==> config.mk <==
export PLATFORM = sky130hd
export DESIGN_NAME = imem_loader
export DESIGN_NICKNAME = d
export VERILOG_FILES = /design/src/rtl/imem_loader_pkg.sv /design/src/rtl/imem_loader.sv
export SDC_FILE = /design/constraint.sdc
export NUM_CORES = 1
export LEC_CHECK = 0
export ABC_AREA = 1
export CAP_MARGIN = 15
export CORE_MARGIN = 1
export CORE_UTILIZATION = 58
export CTS_CLUSTER_SIZE = 28
export DETAILED_ROUTE_END_ITERATION = 10
export PLACE_DENSITY_LB_ADDON = 0.12
export RECOVER_POWER = 50
export SLEW_MARGIN = 20
export SYNTH_ARGS = -nofsm -noshare
export SYNTH_HDL_FRONTEND = slang
export SYNTH_SLANG_ARGS = --single-unit
==> constraint.sdc <==
create_clock -name clock -period 5 [get_ports clock]
set_clock_uncertainty 0.05 [all_clocks]
set_input_delay 0.5 -clock clock [delete_from_list [all_inputs] [get_ports clock]]
set_output_delay 0.5 -clock clock [all_outputs]
set_load 0.03 [all_outputs]
==> src/rtl/imem_loader_pkg.sv <==
// Shared state encoding and constants
// for the instruction-memory loader.
package imem_loader_pkg;

   typedef enum logic [2:0] {
      ST_RUN,
      ST_HDR_ADDR,
      ST_HDR_LEN,
      ST_DATA,
      ST_CSUM,
      ST_ERR
   } state_t;

   localparam int         LEN_ZERO_MEANS = 256;
   localparam logic [7:0] CSUM_OK        = 8'h00;

endpackage

==> src/rtl/imem_loader.sv <==
// Downloads a framed program (addr, len, data, csum)
// into external instruction memory while holding the CPU.
module imem_loader
   import imem_loader_pkg::*;
#(
   parameter int ADDR_W = 8,
   parameter int DATA_W = 8
) (
   input  logic              clock,
   input  logic              reset_n,
   input  logic              load_req,
   input  logic [DATA_W-1:0] rx_data,
   input  logic              rx_valid,
   output logic              rx_ready,
   input  logic [ADDR_W-1:0] cpu_pc,
   output logic [ADDR_W-1:0] mem_addr,
   output logic              mem_we,
   output logic [DATA_W-1:0] mem_wdata,
   output logic              cpu_hold,
   output logic              cpu_restart,
   output logic [ADDR_W-1:0] start_addr,
   output logic              load_err
);

   state_t            r_state;
   logic              r_rx_ready;
   logic              r_we;
   logic [DATA_W-1:0] r_wdata;
   logic [ADDR_W-1:0] r_ptr;
   logic [ADDR_W-1:0] r_base;
   logic [ADDR_W-1:0] r_start;
   logic [8:0]        r_cnt;
   logic [7:0]        r_sum;
   logic              r_hold;
   logic              r_restart;
   logic              r_err;

   logic              w_acc;
   logic [7:0]        w_byte;
   logic [7:0]        w_sum;
   logic [8:0]        w_len;

   assign w_acc  = rx_valid && r_rx_ready;
   assign w_byte = rx_data[7:0];
   assign w_sum  = r_sum + w_byte;
   assign w_len  = (w_byte == 8'h00) ?
                   9'(LEN_ZERO_MEANS) : {1'b0, w_byte};

   // Pointer advances after each write cycle, so it
   // always addresses the byte being written.
   always_ff @(posedge clock or negedge reset_n) begin
      if (!reset_n) begin
         r_state    <= ST_RUN;
         r_rx_ready <= 1'b0;
         r_we       <= 1'b0;
         r_wdata    <= '0;
         r_ptr      <= '0;
         r_base     <= '0;
         r_start    <= '0;
         r_cnt      <= '0;
         r_sum      <= '0;
         r_hold     <= 1'b0;
         r_restart  <= 1'b0;
         r_err      <= 1'b0;
      end else begin
         r_we      <= 1'b0;
         r_restart <= 1'b0;
         if (r_we) r_ptr <= r_ptr + ADDR_W'(1);
         unique case (r_state)
            ST_RUN, ST_ERR: begin
               if (load_req) begin
                  r_state    <= ST_HDR_ADDR;
                  r_hold     <= 1'b1;
                  r_err      <= 1'b0;
                  r_rx_ready <= 1'b1;
               end
            end
            ST_HDR_ADDR: begin
               if (w_acc) begin
                  r_base  <= ADDR_W'(w_byte);
                  r_ptr   <= ADDR_W'(w_byte);
                  r_sum   <= w_byte;
                  r_state <= ST_HDR_LEN;
               end
            end
            ST_HDR_LEN: begin
               if (w_acc) begin
                  r_cnt   <= w_len;
                  r_sum   <= w_sum;
                  r_state <= ST_DATA;
               end
            end
            ST_DATA: begin
               if (w_acc) begin
                  r_we    <= 1'b1;
                  r_wdata <= rx_data;
                  r_cnt   <= r_cnt - 9'd1;
                  r_sum   <= w_sum;
                  if (r_cnt == 9'd1) r_state <= ST_CSUM;
               end
            end
            ST_CSUM: begin
               if (w_acc) begin
                  r_rx_ready <= 1'b0;
                  if (w_sum == CSUM_OK) begin
                     r_state   <= ST_RUN;
                     r_hold    <= 1'b0;
                     r_restart <= 1'b1;
                     r_start   <= r_base;
                  end else begin
                     r_state <= ST_ERR;
                     r_err   <= 1'b1;
                  end
               end
            end
            default: r_state <= ST_RUN;
         endcase
      end
   end

   assign rx_ready    = r_rx_ready;
   assign mem_addr    = (r_state == ST_RUN) ? cpu_pc : r_ptr;
   assign mem_we      = r_we;
   assign mem_wdata   = r_wdata;
   assign cpu_hold    = r_hold;
   assign cpu_restart = r_restart;
   assign start_addr  = r_start;
   assign load_err    = r_err;

endmodule
After elaboration in Yosys (flattened, before gate mapping)
Index checks and enable logic that the tools add are counted.

Register bits: 57. Word-level logic and storage cells: 82.

Add/sub/neg operators: 3. Equal/unequal tests: 15. Muxes and demuxes: 34. Reduce and logical (&&, ||, !) cells: 18.

Operator list (number): $mux W8 (6); $mux W9 (3); $mux W3 (7); $pmux W9 S2 (1); $logic_not A8 Y1 (2); $ne A2 B2 Y1 const B (8); $pmux W8 S2 (1); $pmux W3 S5 (1); $mux W1 (12); $reduce_and A3 Y1 (4); $eq A9 B1 Y1 const B (1); $sub A9 B1 Y9 const B (1); $add A8 B1 Y8 const B (1); $add A8 B8 Y8 (1); $reduce_and A4 Y1 (2); $eq A3 B2 Y1 const B (2); $eq A3 B3 Y1 const B (2); $pmux W1 S2 (3); $reduce_and A6 Y1 (1); $reduce_bool A2 Y1 (3); $reduce_and A2 Y1 (2); $reduce_or A2 Y1 (2); $eq A3 B1 Y1 const B (1); $logic_not A3 Y1 (1); 2 further kinds (2).

Logic depth before layout (Yosys ltp)
Gate-level depths: netlist of run 1.

Depth after elaboration: 5. Mapped depth: 14. Depth with buffers taken out: 14.

Worst setup path after synthesis of run 1
Ideal clock, no wire load.

Path kind: input port to flip-flop. From: input rx_data[0]. To: register r_start[0] (netlist: start_addr[0]). Arrival: 2.109 ns. Required time: 4.832 ns. Slack: 2.723 ns. Cell stages on the path: 11. Path buffers: 0. Cells stage by stage: ha_1 -> fa_1 -> or2_2 -> nor2_1 -> nand3_2 -> nor2_4 -> nand2_4 -> inv_8 -> nand2_8 -> nand2_1 -> nand2_1.

Longest elaborated chain between the ends: 3.

RTL lines: start: declaration (RTL line imem_loader.sv:12) `input logic [DATA_W-1:0] rx_data,`; $add A8 B8 Y8 (RTL line imem_loader.sv:45) `assign w_sum = r_sum + w_byte;`; $logic_not A8 Y1 (RTL line imem_loader.sv:105) `if (w_sum == CSUM_OK) begin`; $reduce_and A3 Y1 (no line); end signal: assignment (RTL line imem_loader.sv:109) `r_start <= r_base;`; end: declaration (RTL line imem_loader.sv:31) `logic [ADDR_W-1:0] r_start;`.

Every way passes these cells. A chain may end at the register's enable or synchronous reset.

==> impl_metrics.toml, run 1 <==
[status]
status = "finished with violations"
violations = "max-capacitance violations, max-slew violations"

[floorplan]
coreArea_sq_mm = 0.00527
start_util_pct = 61.8
die-area_sq_mm = 0.00592
fp-row-count = 26
die_w_um = 76.9
die_height_um = 76.9
boundaryPins = 49

[placed_design]
portBuffers = 48
placed_cell_area_sq_mm = 0.00379
hpwl_um = 5530
placed_cells = 516
place_congestion = 0.884

[global_route]
use_met1_pct = 35.7
grtUsageMet2_pct = 45.8
grt_pass1_wl_um = 13000
grtUsageMet3_pct = 8.81
antenna_found_initial = 0
grt_pass1_vias = 2751
grt_usage_pct = 28.8
top_usage_layer = "met2"
grt_max_degree = 58
global_route.overflow_total = 0

[drt]
via_per_inst = 5.44
postRouteWirelength_um = 7610
via_count = 2896
drt_iter0_markers = 191
wl_per_cell_um = 14.3
drt_drc_violations_left = 0
firstDrtPassIters = 4
postRouteAntennaNets = 0

[yosys]
syn_area_sq_mm = 0.00326
synth_cell_types = 38
ys_seq_elements = 57
synth_nets = 433
yosysWarningCount = 0
synth_cells = 402
seq_area_frac_synth_pct = 43.8
syn_avg_cell_area_sq_um = 8.10

[setup_path]
crit_buf_inv = 2
cpLargestDelayFamily = "buffers and inverters"
end_kind = "async pin"
cp.required_ps = 4740
cp-endpoint = "r_cnt[0]"
critPathSlowestCell = "clkbuf_1"
reg2reg_setup_slack_ps = 2300
ff2ff_path_depth = 9
critPathKind = "in2async"
path_cells = "buf_2 -> clkbuf_1"
critPathLaunch = "reset_n"
cp.depth = 2
crit_fanout = 57
critPathMaxStageDelay_ps = 2080
timing.rr.end = "r_sum[6]"
critical_path_arrival_ps = 2700
cp-start-kind = "primary input"
reg2reg_from = "r_state[0]"

[sta]
hold_violations = 0
rsz0062_at_grt = "no"
setup_tns_ps = 0
setup_viol = 0
timing.fmax_mhz = 339
report.final.slew_viol_count = 58
tightest_slew_ps = 2960
period_needed_ps = 2950
max-slew-margin-rel_pct = -97.5
finalCritPeriodShare_pct = 59.0

[cells_and_area]
layout-drive-gt1-share_pct = 11.9
area_growth_pct = 20.1
diodes = 0
final_util_pct = 74.2
layout.cells.non_filler = 532
final_area_sq_mm = 0.00391
fin_nets = 488

[flow_run]
cap_violations = 1

[cts]
cts_setup_buffers = 0
clock_path_buffers = 2
cts-root-buf = "clkbuf_8"
cts_resized = 0
cts_sinks = 57
htree_levels = 3
cts_made_buffers = 9
clkTransAtPathRegs_ps = 80
tritoncts = "done"
clock_latency_ps = 350
cts_hold_buf = 0

[power]
finalPower_mw = 0.877
power_leakage_nw = 2.01
powerDensity_mw_per_mm2 = 224
vdd.ir_drop.worst_mv = 0.198

[worst_hold_path]
min_path_type = "reg2reg"
-- flip-flops by register name (all words and copies together) (netlist names), 3 cells and up --
register,flops
mem_wdata,8
r_base,8
r_cnt,9
r_ptr,8
r_state,3
r_sum,8
start_addr,8
-- cell type report --
| class | instances | area, sq um |
|---|---|---|
| multi-input cells | 299 | 1590 |
| repair buffers | 49 | 479 |
| inverters | 41 | 165 |
| well taps | 70 | 87.6 |
| flip-flops and latches | 57 | 1430 |
| fillers | 407 | 1360 |
| clock inverters | 6 | 35.0 |
| clock buffers | 10 | 128 |
-- where the power goes --
part	leakage, nW	internal, mW	total [mW]	switching [mW]
registers	0.739	0.461	0.461	0
logic	1.19	0.0200	0.0517	0.0317
clock network	0.0818	0.176	0.365	0.189
total	2.01	0.657	0.877	0.221
-- how the worst min path moves through the flow --
stage	start	to	slack (ps)	cells past startpoint
6_report	mem_wdata[2]	mem_wdata[2]	430	2
5_1_grt	mem_wdata[2]	mem_wdata[2]	440	2
4_1_cts	reset_n	mem_wdata[3]	260	2
3_5_place_dp	mem_wdata[2]	mem_wdata[2]	410	2
3_3_place_gp	mem_wdata[5]	mem_wdata[5]	400	2
2_1_floorplan	reset_n	cpu_hold	150	0
-- logic make-up (layout without fill, tap and decap cells) --
kind of cell	Yosys count	after routing	share of synthesized area, %
simple gates	211	211	30.5
compound gates	63	63	10.9
flops	57	57	43.8
buf+inv	46	106	6.22
fa+ha+maj	11	11	4.46
xor+xnor	9	9	2.42
mux	5	5	1.69
-- synth_stat cells, drive strengths merged --
master,instances,share of area [%]
a211o,1,0.27
a211oi,1,0.23
a21oi,29,5.0
a31oi,4,0.77
buf,5,1.2
clkinv,1,0.15
dfrtp,57,44
fa,1,0.61
ha,10,3.8
inv,40,4.9
mux2,4,1.4
mux2i,1,0.31
nand2,138,18
nand3,26,4.9
nand4,3,0.77
nor2,37,5.7
nor3,4,0.96
nor4,2,0.38
o211ai,2,0.46
o21ai,24,3.7
o31ai,2,0.46
or2,1,0.19
xnor2,3,0.81
xor2,6,1.6
-- layer usage --
metal	part of all wire, %	vias to the layer above
li1	-	1418
met1	43	1358
met2	48	101
met3	6.8	19
met4	2.4	0
met5	0	-
-- cell usage in the layout (no fill, tap or decap), drive strengths merged --
cell / count
dfrtp: 57
nand3: 26
nand2: 138
clkinvlp: 2
inv: 40
xor2: 6
clkinv: 5
a31oi: 4
a211o: 1
o211ai: 2
mux2i: 1
nand4: 3
fa: 1
nor3: 4
o31ai: 2
clkdlybuf4s50: 47
o21ai: 24
a211oi: 1
nor2: 37
mux2: 4
buf: 1
ha: 10
xnor2: 3
clkbuf: 11
nor4: 2
a21oi: 29
or2: 1
-- metrics by stage --
stage | setup WS (ps) | hold slack, ps
6_report | 2050 | 426
5_1_grt | 1290 | 443
4_1_cts | 2200 | 260
3_5_place_dp | 1960 | 409
3_3_place_gp | 2060 | 404
2_1_floorplan | 2720 | 154
Power figures use the tool's default switching activity.
==> inputs of run 2 (changes only) <==
--- a/config.mk
+++ b/config.mk
@@ -8,7 +8,7 @@
 export ABC_AREA = 1
 export CAP_MARGIN = 15
 export CORE_MARGIN = 1
-export CORE_UTILIZATION = 58
+export CORE_UTILIZATION = 54
 export CTS_CLUSTER_SIZE = 28
 export DETAILED_ROUTE_END_ITERATION = 10
 export PLACE_DENSITY_LB_ADDON = 0.12
==> constraint.sdc (replaced) <==
create_clock -name clock -period 2.9 [get_ports clock]
set_clock_uncertainty 0.05 [all_clocks]
set_input_delay 0.29 -clock clock [delete_from_list [all_inputs] [get_ports clock]]
set_output_delay 0.29 -clock clock [all_outputs]
set_load 0.03 [all_outputs]
==> impl_metrics.toml, run 2 (same netlist as run 1, synthesis figures left out) <==
[placed_design]
portBuffers = 48
hpwl_um = 6010
place_congestion = 0.904

[sta]
tightest_slew_ps = 1690
max-slew-margin-rel_pct = -13.0
setup_tns_ps = 0
report.final.slew_viol_count = 29
period_needed_ps = 2580
finalCritPeriodShare_pct = 89.0
hold_violations = 0
holdWs_ps = 413
timing.fmax_mhz = 388
setup_viol = 0
rsz0062_at_grt = "no"

[setup_path]
end_kind = "primary output"
timing.rr.end = "r_sum[5]"
critical_path_arrival_ps = 2240
cp.required_ps = 2560
cp-start-kind = "register"
crit_fanout = 12
reg2reg_setup_slack_ps = 380
critPathKind = "reg2out"
reg2reg_from = "r_state[0]"
ff2ff_path_depth = 9

[cells_and_area]
fin_nets = 497
regMostFlops = "r_cnt"
layout_commonest_cell = "nand2_1"
area_growth_pct = 24.4
mostFrequentLayoutCells = "nand2_1 (128), dfrtp_1 (57), clkdlybuf4s50_1 (43)"
largest_reg_flops = 9
diodes = 0
layout-drive-gt1-share_pct = 14.0

[worst_hold_path]
holdPathEnd = "start_addr[7]"
hold_path_depth = 2
min_path_type = "reg2reg"
min_from = "start_addr[7]"

[floorplan]
boundaryPins = 49
coreArea_sq_mm = 0.00568
fp-row-count = 27
die_w_um = 79.7
start_util_pct = 57.4
die_height_um = 79.7
die-area_sq_mm = 0.00635

[drt]
postRouteWirelength_um = 7950
wl_per_cell_um = 14.6
firstDrtPassIters = 4
via_per_inst = 5.45
via_count = 2958
drt_iter0_markers = 219
drt_drc_violations_left = 0
postRouteAntennaNets = 0

[cts]
cts_setup_buffers = 0
clock_latency_ps = 330
cts_sinks = 57
clkTransAtPathRegs_ps = 70
htree_levels = 3
tritoncts = "done"
cts_made_buffers = 9
clock_path_buffers = 2
cts-root-buf = "clkbuf_8"

[flow_run]
cap_violations = 1

[global_route]
grt_usage_pct = 28.1
global_route.overflow_total = 0
grt_max_degree = 30
grt_pass1_vias = 2953
grt_pass1_wl_um = 13400
antenna_found_initial = 0

[status]
status = "finished with violations"
violations = "max-capacitance violations, max-slew violations"

[power]
power_leakage_nw = 2.08
vdd.ir_drop.worst_mv = 0.211
powerDensity_mw_per_mm2 = 404
-- run 2: changes by cell type in the layout (fill, tap and decap cells not counted), moves of 2 or more --
| cell | change |
|---|---|
| dlygate4sd3_1 | +5 |
| clkdlybuf4s50_1 | -4 |
| inv_2 | +2 |
| buf_4 | +8 |
| clkinv_2 | -2 |
| inv_1 | -2 |
-- run 2: per-layer routing --
metal | GRT usage (%) | up-vias | part of all wire, % | wire length (um)
met4 | 14.2 | 0 | 2.9 | 231
met3 | 5.60 | 21 | 4.6 | 366
met1 | 32.9 | 1404 | 43 | 3380
met5 | 0 | - | 0 | 0
li1 | - | 1435 | - | -
met2 | 48.6 | 98 | 50 | 3970
-- run 2: cell type report --
class | count | area, sq um
Clock buffer | 11 | 141
Clock inverter | 5 | 55.1
Fill cell | 476 | 1630
Inverter | 41 | 165
Multi-Input combinational cell | 299 | 1610
Sequential cell | 57 | 1430
Tap cell | 72 | 90.1
Timing Repair Buffer | 58 | 564
-- run 2: worst max-delay path by stage --
stage,from,endpoint,slack [ps],depth (start not counted)
final,r_state[0],mem_addr[1],320,4
after global routing,r_state[0],mem_addr[1],170,4
after CTS,r_state[0],mem_addr[1],290,4
after detailed placement,rx_data[0],start_addr[4],190,12
after global placement,rx_data[0],start_addr[4],270,12
after floorplan,r_sum[0],start_addr[0],770,11
-- run 2: critical path, stage by stage (launching register included) --
cell,delay (ps)
dfrtp_1,470
nor2_1,180
nand2_1,280
mux2_2,320
clkdlybuf4s50_1,660
-- run 2: power breakdown --
group / internal (mW) / leakage, nW / switching [mW] / total [mW]
Clock: 0.417 / 0.0953 / 0.324 / 0.741
Sequential: 0.795 / 0.739 / 0 / 0.795
Combinational: 0.0447 / 1.25 / 0.0562 / 0.101
Total: 1.26 / 2.08 / 0.380 / 1.64
-- run 2: timing repair --
item,in CTS,in global routing
endpoints found under the hold margin,28,0
gates resized for setup,0,0
hold buffers,1,0
-- run 2: stage by stage --
| stage | cell area, sq um | setup WS [ps] | power [mW] | cells | utilization [%] |
|---|---|---|---|---|---|
| floorplan | 3260 | 769 | 0.838 | 402 | - |
| global placement | 3860 | 265 | 0.909 | 526 | 68.1 |
| detailed placement | 3860 | 189 | 0.910 | 526 | 68.1 |
| CTS | 4070 | 294 | 1.64 | 543 | 71.7 |
| global route | 4050 | 167 | 1.69 | 543 | 71.4 |
| finish | 4050 | 320 | 1.64 | 543 | 71.4 |
